$ cat src/rtl/stage_wb_pkg.sv
// stage_wb_pkg: shared widths, write-back source selects, load funct3 codes and FSM states.
package stage_wb_pkg;
    localparam int REG_ADDR_WIDTH = 5;
    localparam int MEM_ADDR_WIDTH = 32;
    localparam int WORD_WIDTH = 32;
    localparam logic [1:0] WB_SRC_ALU = 2'b00;
    localparam logic [1:0] WB_SRC_MEM = 2'b01;
    localparam logic [1:0] WB_SRC_PC4 = 2'b10;
    localparam logic [1:0] WB_SRC_RSV = 2'b11;
    localparam logic [2:0] LD_B = 3'b000;
    localparam logic [2:0] LD_H = 3'b001;
    localparam logic [2:0] LD_W = 3'b010;
    localparam logic [2:0] LD_BU = 3'b100;
    localparam logic [2:0] LD_HU = 3'b101;
    typedef enum logic {WB_RUN = 1'b0, WB_WAIT = 1'b1} wb_state_t;
endpackage

$ cat src/rtl/stage_wb_load_extender.sv
// load_extender: picks the byte/half lane of an aligned word and extends it; flags bad type or alignment.
module load_extender
    import stage_wb_pkg::*;
#(
    parameter int word_width = WORD_WIDTH
) (
    input  logic [word_width-1:0] rdata,
    input  logic [2:0]            byt_typ,
    input  logic [1:0]            byte_off,
    output logic [word_width-1:0] data,
    output logic                  bad
);
    logic [7:0]  b;
    logic [15:0] h;
    assign b = rdata[{byte_off, 3'b000} +: 8];
    assign h = rdata[{byte_off[1], 4'b0000} +: 16];
    always_comb begin
        data = rdata;
        bad = 1'b0;
        case (byt_typ)
            LD_B:  data = {{(word_width-8){b[7]}}, b};
            LD_BU: data = {{(word_width-8){1'b0}}, b};
            LD_H: begin
                data = {{(word_width-16){h[15]}}, h};
                bad = byte_off[0];
            end
            LD_HU: begin
                data = {{(word_width-16){1'b0}}, h};
                bad = byte_off[0];
            end
            LD_W:  bad = |byte_off;
            default: bad = 1'b1;
        endcase
    end
endmodule

$ cat src/rtl/stage_wb.sv
// stage_wb: write-back stage; registers MEM results, selects the rd source and stalls on slow loads.
module stage_wb
    import stage_wb_pkg::*;
#(
    parameter int reg_addr_width = REG_ADDR_WIDTH,
    parameter int ins_addr_width = MEM_ADDR_WIDTH,
    parameter int word_width = WORD_WIDTH
) (
    input  logic                      clk,
    input  logic                      rst,
    input  logic                      valid_in,
    input  logic [reg_addr_width-1:0] rd_addr_in,
    input  logic                      rd_wen_in,
    input  logic [1:0]                wb_ctl_in,
    input  logic [2:0]                byt_typ_in,
    input  logic [1:0]                byte_off_in,
    input  logic [word_width-1:0]     alu_res_in,
    input  logic [ins_addr_width-1:0] pc_addr_in,
    input  logic                      dmem_rvalid,
    input  logic [word_width-1:0]     dmem_rdata,
    output logic [reg_addr_width-1:0] rd_addr_out,
    output logic                      rd_wen_out,
    output logic [word_width-1:0]     wb_out,
    output logic                      stall_out,
    output logic                      err_out
);
    wb_state_t state, state_nxt;
    logic [reg_addr_width-1:0] hold_rd, addr_nxt;
    logic                      hold_wen, wen_nxt, err_nxt, capture;
    logic [2:0]                hold_typ;
    logic [1:0]                hold_off;
    logic [word_width-1:0]     ext_data, data_nxt, pc4;
    logic                      ext_bad;
    logic                      waiting;

    assign waiting = state == WB_WAIT;
    assign stall_out = waiting;
    assign pc4 = word_width'(pc_addr_in) + word_width'(4);

    // While waiting, the lane/type come from the captured load, not the stalled upstream
    load_extender #(.word_width(word_width)) u_ext (
        .rdata(dmem_rdata),
        .byt_typ(waiting ? hold_typ : byt_typ_in),
        .byte_off(waiting ? hold_off : byte_off_in),
        .data(ext_data),
        .bad(ext_bad)
    );

    always_comb begin
        state_nxt = state;
        addr_nxt = rd_addr_out;
        data_nxt = wb_out;
        wen_nxt = 1'b0;
        err_nxt = 1'b0;
        capture = 1'b0;
        if (waiting) begin
            if (dmem_rvalid) begin
                state_nxt = WB_RUN;
                addr_nxt = hold_rd;
                data_nxt = ext_data;
                wen_nxt = hold_wen && |hold_rd;
            end
        end else if (valid_in) begin
            if (wb_ctl_in == WB_SRC_RSV || (wb_ctl_in == WB_SRC_MEM && ext_bad)) begin
                err_nxt = 1'b1;
            end else if (wb_ctl_in == WB_SRC_MEM && !dmem_rvalid) begin
                capture = 1'b1;
                state_nxt = WB_WAIT;
            end else begin
                addr_nxt = rd_addr_in;
                data_nxt = wb_ctl_in == WB_SRC_MEM ? ext_data :
                           wb_ctl_in == WB_SRC_PC4 ? pc4 : alu_res_in;
                wen_nxt = rd_wen_in && |rd_addr_in;
            end
        end
    end

    always_ff @(posedge clk) begin
        if (rst) begin
            state <= WB_RUN;
            rd_addr_out <= '0;
            wb_out <= '0;
            rd_wen_out <= 1'b0;
            err_out <= 1'b0;
            hold_rd <= '0;
            hold_wen <= 1'b0;
            hold_typ <= '0;
            hold_off <= '0;
        end else begin
            state <= state_nxt;
            rd_addr_out <= addr_nxt;
            wb_out <= data_nxt;
            rd_wen_out <= wen_nxt;
            err_out <= err_nxt;
            if (capture) begin
                hold_rd <= rd_addr_in;
                hold_wen <= rd_wen_in;
                hold_typ <= byt_typ_in;
                hold_off <= byte_off_in;
            end
        end
    end
endmodule

$ cat config.mk
export PLATFORM = sky130hd
export DESIGN_NAME = stage_wb
export DESIGN_NICKNAME = d
export VERILOG_FILES = /design/src/rtl/stage_wb_pkg.sv /design/src/rtl/stage_wb_load_extender.sv /design/src/rtl/stage_wb.sv
export SDC_FILE = /design/constraint.sdc
export NUM_CORES = 1
export LEC_CHECK = 0
export BUFFER_PORTS_ARGS = -buffer_cell sky130_fd_sc_hd__buf_2
export CAP_MARGIN = 20
export CORE_MARGIN = 3
export CORE_UTILIZATION = 45
export DETAILED_ROUTE_END_ITERATION = 7
export GPL_TIMING_DRIVEN = 0
export HOLD_SLACK_MARGIN = 0.08
export PLACE_DENSITY = 0.84
export RECOVER_POWER = 100
export SLEW_MARGIN = 20
export SYNTH_ARGS = -nofsm -noshare
export SYNTH_HDL_FRONTEND = slang
export SYNTH_HIERARCHICAL = 1
export SYNTH_SLANG_ARGS = --single-unit
$ cat constraint.sdc
create_clock -name clk -period 8.8 [get_ports clk]
set_input_delay 2.64 -clock clk [delete_from_list [all_inputs] [get_ports clk]]
set_output_delay 2.64 -clock clk [all_outputs]
set_load 0.05 [all_outputs]
==> results.py <==
metrics = {
    "worst_setup_path": {
        "path_max_fanout": 10,
        "cp-start-kind": "input port",
        "worstPathRequired_ns": 9.01,
        "crit_type": "in -> reg",
        "crit_arrival_ns": 5.77,
        "end_kind": "register",
    },
    "route": {
        "drc": 0,
        "dr.pass1.iters": 6,
        "drt-total-wl_um": 15600,
        "vias_per_cell": 6.12,
        "dr_total_vias": 5065,
        "ant_nets": 0,
        "wl_per_cell_um": 18.9,
        "drtIter0Drc": 499,
    },
    "die": {
        "ios": 153,
        "fp.dieArea_um2": 10300,
        "core_um2": 8760,
        "chipWidth_um": 101,
        "rows": 34,
        "start_util_pct": 46.8,
        "die_h_um": 101,
    },
    "placement": {
        "port-buffer-count": 152,
        "dp_hpwl_um": 12800,
        "place.gp.congestion": 0.999,
    },
    "logic_synthesis": {
        "yosysWarnings": 6,
        "yosysTopAreaCell": "dfxtp_1",
        "synth.top_cells.by_area": "dfxtp_1, nor2_1, a21oi_1",
        "mappedNetlistArea_um2": 4100,
        "synth_ff_type": "dfxtp_1",
        "syn_area_per_cell_um2": 7.32,
        "yosys.area_share.simple_pct": 26.1,
        "synthMuxAreaShare_pct": 7.88,
        "synth_top_family_by_area": "compound AO/OA/AOI/OAI gates",
        "syn_inst": 560,
        "ys_top_cells_by_count": "nor2_1, dfxtp_1, a21oi_1",
        "ys_ff_latch": 51,
        "synth_top_area_share_pct": 24.9,
        "synth_edf_count": 0,
        "yosysSeqAreaShare_pct": 24.9,
        "syn_nets": 674,
        "yosysMostFrequentCell": "nor2_1",
        "synth-async-reset-ratio_pct": 0,
        "synth-xor-area-share_pct": 4.49,
        "synth_fa_ha_area_share_pct": 0.305,
        "synth_cell_types": 62,
        "synth_compound_area_share_pct": 28.2,
    },
    "pwr": {
        "p_leak_nw": 2.12,
        "vdd_drop_max_mv": 0.0722,
        "totalPowerFinal_uw": 650,
        "pwr_density_cell_nw_per_um2": 129,
    },
    "global_routing": {
        "grt.overflow.total": 0,
        "grt.busiest_layer": "met2",
        "track_usage_pct": 29.6,
        "grt_util_met2_pct": 49.0,
        "grt_max_degree": 19,
        "met1_usage_pct": 39.7,
        "grt_pass1_wl_um": 24000,
        "grt_pass1_vias": 4789,
        "antenna_found_initial": 0,
        "grtUsageMet3_pct": 4.68,
    },
    "layout": {
        "areaGrowthSynthToFinish_pct": 22.8,
        "nNetsFinal": 833,
        "drive_gt1_share_pct": 23.1,
        "antennaDiodeCount": 0,
    },
    "worst_hold_path": {
        "hold_path_class": "reg -> reg",
    },
    "run_status": {
        "outcome": "finished clean",
    },
    "clock_tree": {
        "max-clock-path-buffers": 2,
        "clockRootBuffer": "clkbuf_8",
        "cts_tree": "built",
        "cts_resized": 0,
        "clkTransAtPathRegs_ns": 0.10,
        "cts_setup_buffers": 0,
        "numCtsBuffers": 5,
        "cts_sinks": 51,
        "clock_latency_ns": 0.32,
        "htreeDepth": 2,
        "holdBufCountCts": 0,
    },
    "sta": {
        "fin_crit_sh_pct": 63.2,
        "maxSlewViolCount": 0,
        "hold_violations": 0,
        "skew_ns": 0.0136,
        "period_minus_slack_ns": 5.56,
        "setup_tns_ns": 0,
        "rsz0062_at_grt": "no",
        "worst_slew_pin_slew_ns": 0.692,
        "setup_violations": 0,
        "slew_headroom_pct": 53.9,
        "clock.fmax_mhz": 180,
    },
    "flow_run": {
        "cap_violations": 0,
    },
}
-- logic make-up (layout without fill, tap and decap cells) --
group                    after synthesis  count (layout)
AND/OR/NAND/NOR                      215             215
AO/OA/AOI/OAI                        167             167
buffers and inverters                 74             234
flip-flops                            51              51
multiplexers                          31              31
XOR/XNOR                              21              21
adder cells (fa/ha/maj)                1               1
-- layer usage --
layer  part of all wire (%)  routed length [µm]
met2                     47                7330
met3                     11                1670
met1                     40                6210
met4                    2.6                 413
met5                      0                   0
-- sequential cells by signal, summed over array words and instances, names as in the netlist --
| signal | flops |
|---|---|
| wb_out | 32 |
| hold_rd | 5 |
| rd_addr_out | 5 |
| hold_typ | 3 |
| hold_off | 2 |
| err_out | 1 |
| hold_wen | 1 |
| rd_wen_out | 1 |
| stall_out | 1 |
-- report_power, final --
group | switching [mW] | total [mW] | internal, mW | leakage [nW]
Clock | 0.0904 | 0.150 | 0.0592 | 0.0502
Sequential | 0.00984 | 0.256 | 0.246 | 0.418
Combinational | 0.166 | 0.245 | 0.0791 | 1.66
Total | 0.266 | 0.650 | 0.384 | 2.12
-- path summary, 6_finish.rpt --
check                start    endpoint  slack [ns]  cells past startpoint
max          byt_typ_in[1]  wb_out[18]        3.24                     12
min             wb_out[15]  wb_out[15]        0.49                      2
max reg2reg      stall_out  wb_out[13]        3.98                     14
min reg2reg     wb_out[15]  wb_out[15]        0.49                      2
-- worst max-delay path, cell delays in order --
cell and delay (ns):
clkbuf_1 0.10, mux2_1 0.18, clkbuf_1 0.38, clkbuf_1 0.41
a21oi_1 0.10, a21oi_1 0.25, nor3b_1 0.15, a221oi_1 0.33
clkbuf_1 0.37, clkbuf_1 0.44, nand2_1 0.13, a221oi_1 0.30
-- through the flow --
| step | utilization (%) | hold slack, ns | std cells | area (µm²) | worst slack (ns) |
|---|---|---|---|---|---|
| global placement | 57.0 | 0.456 | 820 | 4990 | 3.28 |
| floorplan | - | 0.458 | 560 | 4100 | 3.97 |
| global route | 57.4 | 0.511 | 828 | 5030 | 2.78 |
| CTS | 58.1 | 0.479 | 828 | 5090 | 3.49 |
| detailed placement | 57.0 | 0.464 | 820 | 4990 | 3.18 |
| finish | 57.4 | 0.486 | 828 | 5030 | 3.24 |
-- cell usage in the layout (no fill, tap or decap), types with 3 or more instances in the layout --
cell type / netlist / final
nand2b_1: 3 / 3
and3_1: 8 / 8
o31a_1: 3 / 3
a221oi_1: 8 / 8
a22o_1: 4 / 4
nand3_1: 11 / 11
a31oi_1: 6 / 6
or3_1: 4 / 4
a21oi_2: 10 / 10
nand2_1: 45 / 45
mux2i_1: 21 / 21
o21ai_0: 23 / 23
mux2_2: 10 / 9
nand4_1: 11 / 11
or4_1: 3 / 3
buf_2: 16 / 121
o211ai_1: 10 / 10
xor2_1: 9 / 9
nor4_1: 6 / 6
or2_2: 3 / 3
clkbuf_8: 0 / 5
nor2_1: 74 / 74
a21oi_1: 50 / 50
clkbuf_1: 22 / 70
nor2b_1: 9 / 9
xnor2_1: 12 / 12
dfxtp_1: 51 / 51
a22oi_1: 6 / 6
a221o_1: 5 / 5
nor3_1: 21 / 21
buf_6: 3 / 3
inv_1: 29 / 29
a211oi_1: 20 / 20
a32oi_1: 3 / 3
o2111ai_1: 3 / 3
-- area by class of cell --
class / count / area [µm²]
Fill cell: 858 / 3730
Multi-Input combinational cell: 435 / 2750
Sequential cell: 51 / 1020
Timing Repair Buffer: 152 / 709
Buffer: 45 / 215
Tap cell: 108 / 135
Inverter: 29 / 109
Clock buffer: 5 / 68.8
Clock inverter: 3 / 28.8
(Power assumes the default switching activity.)
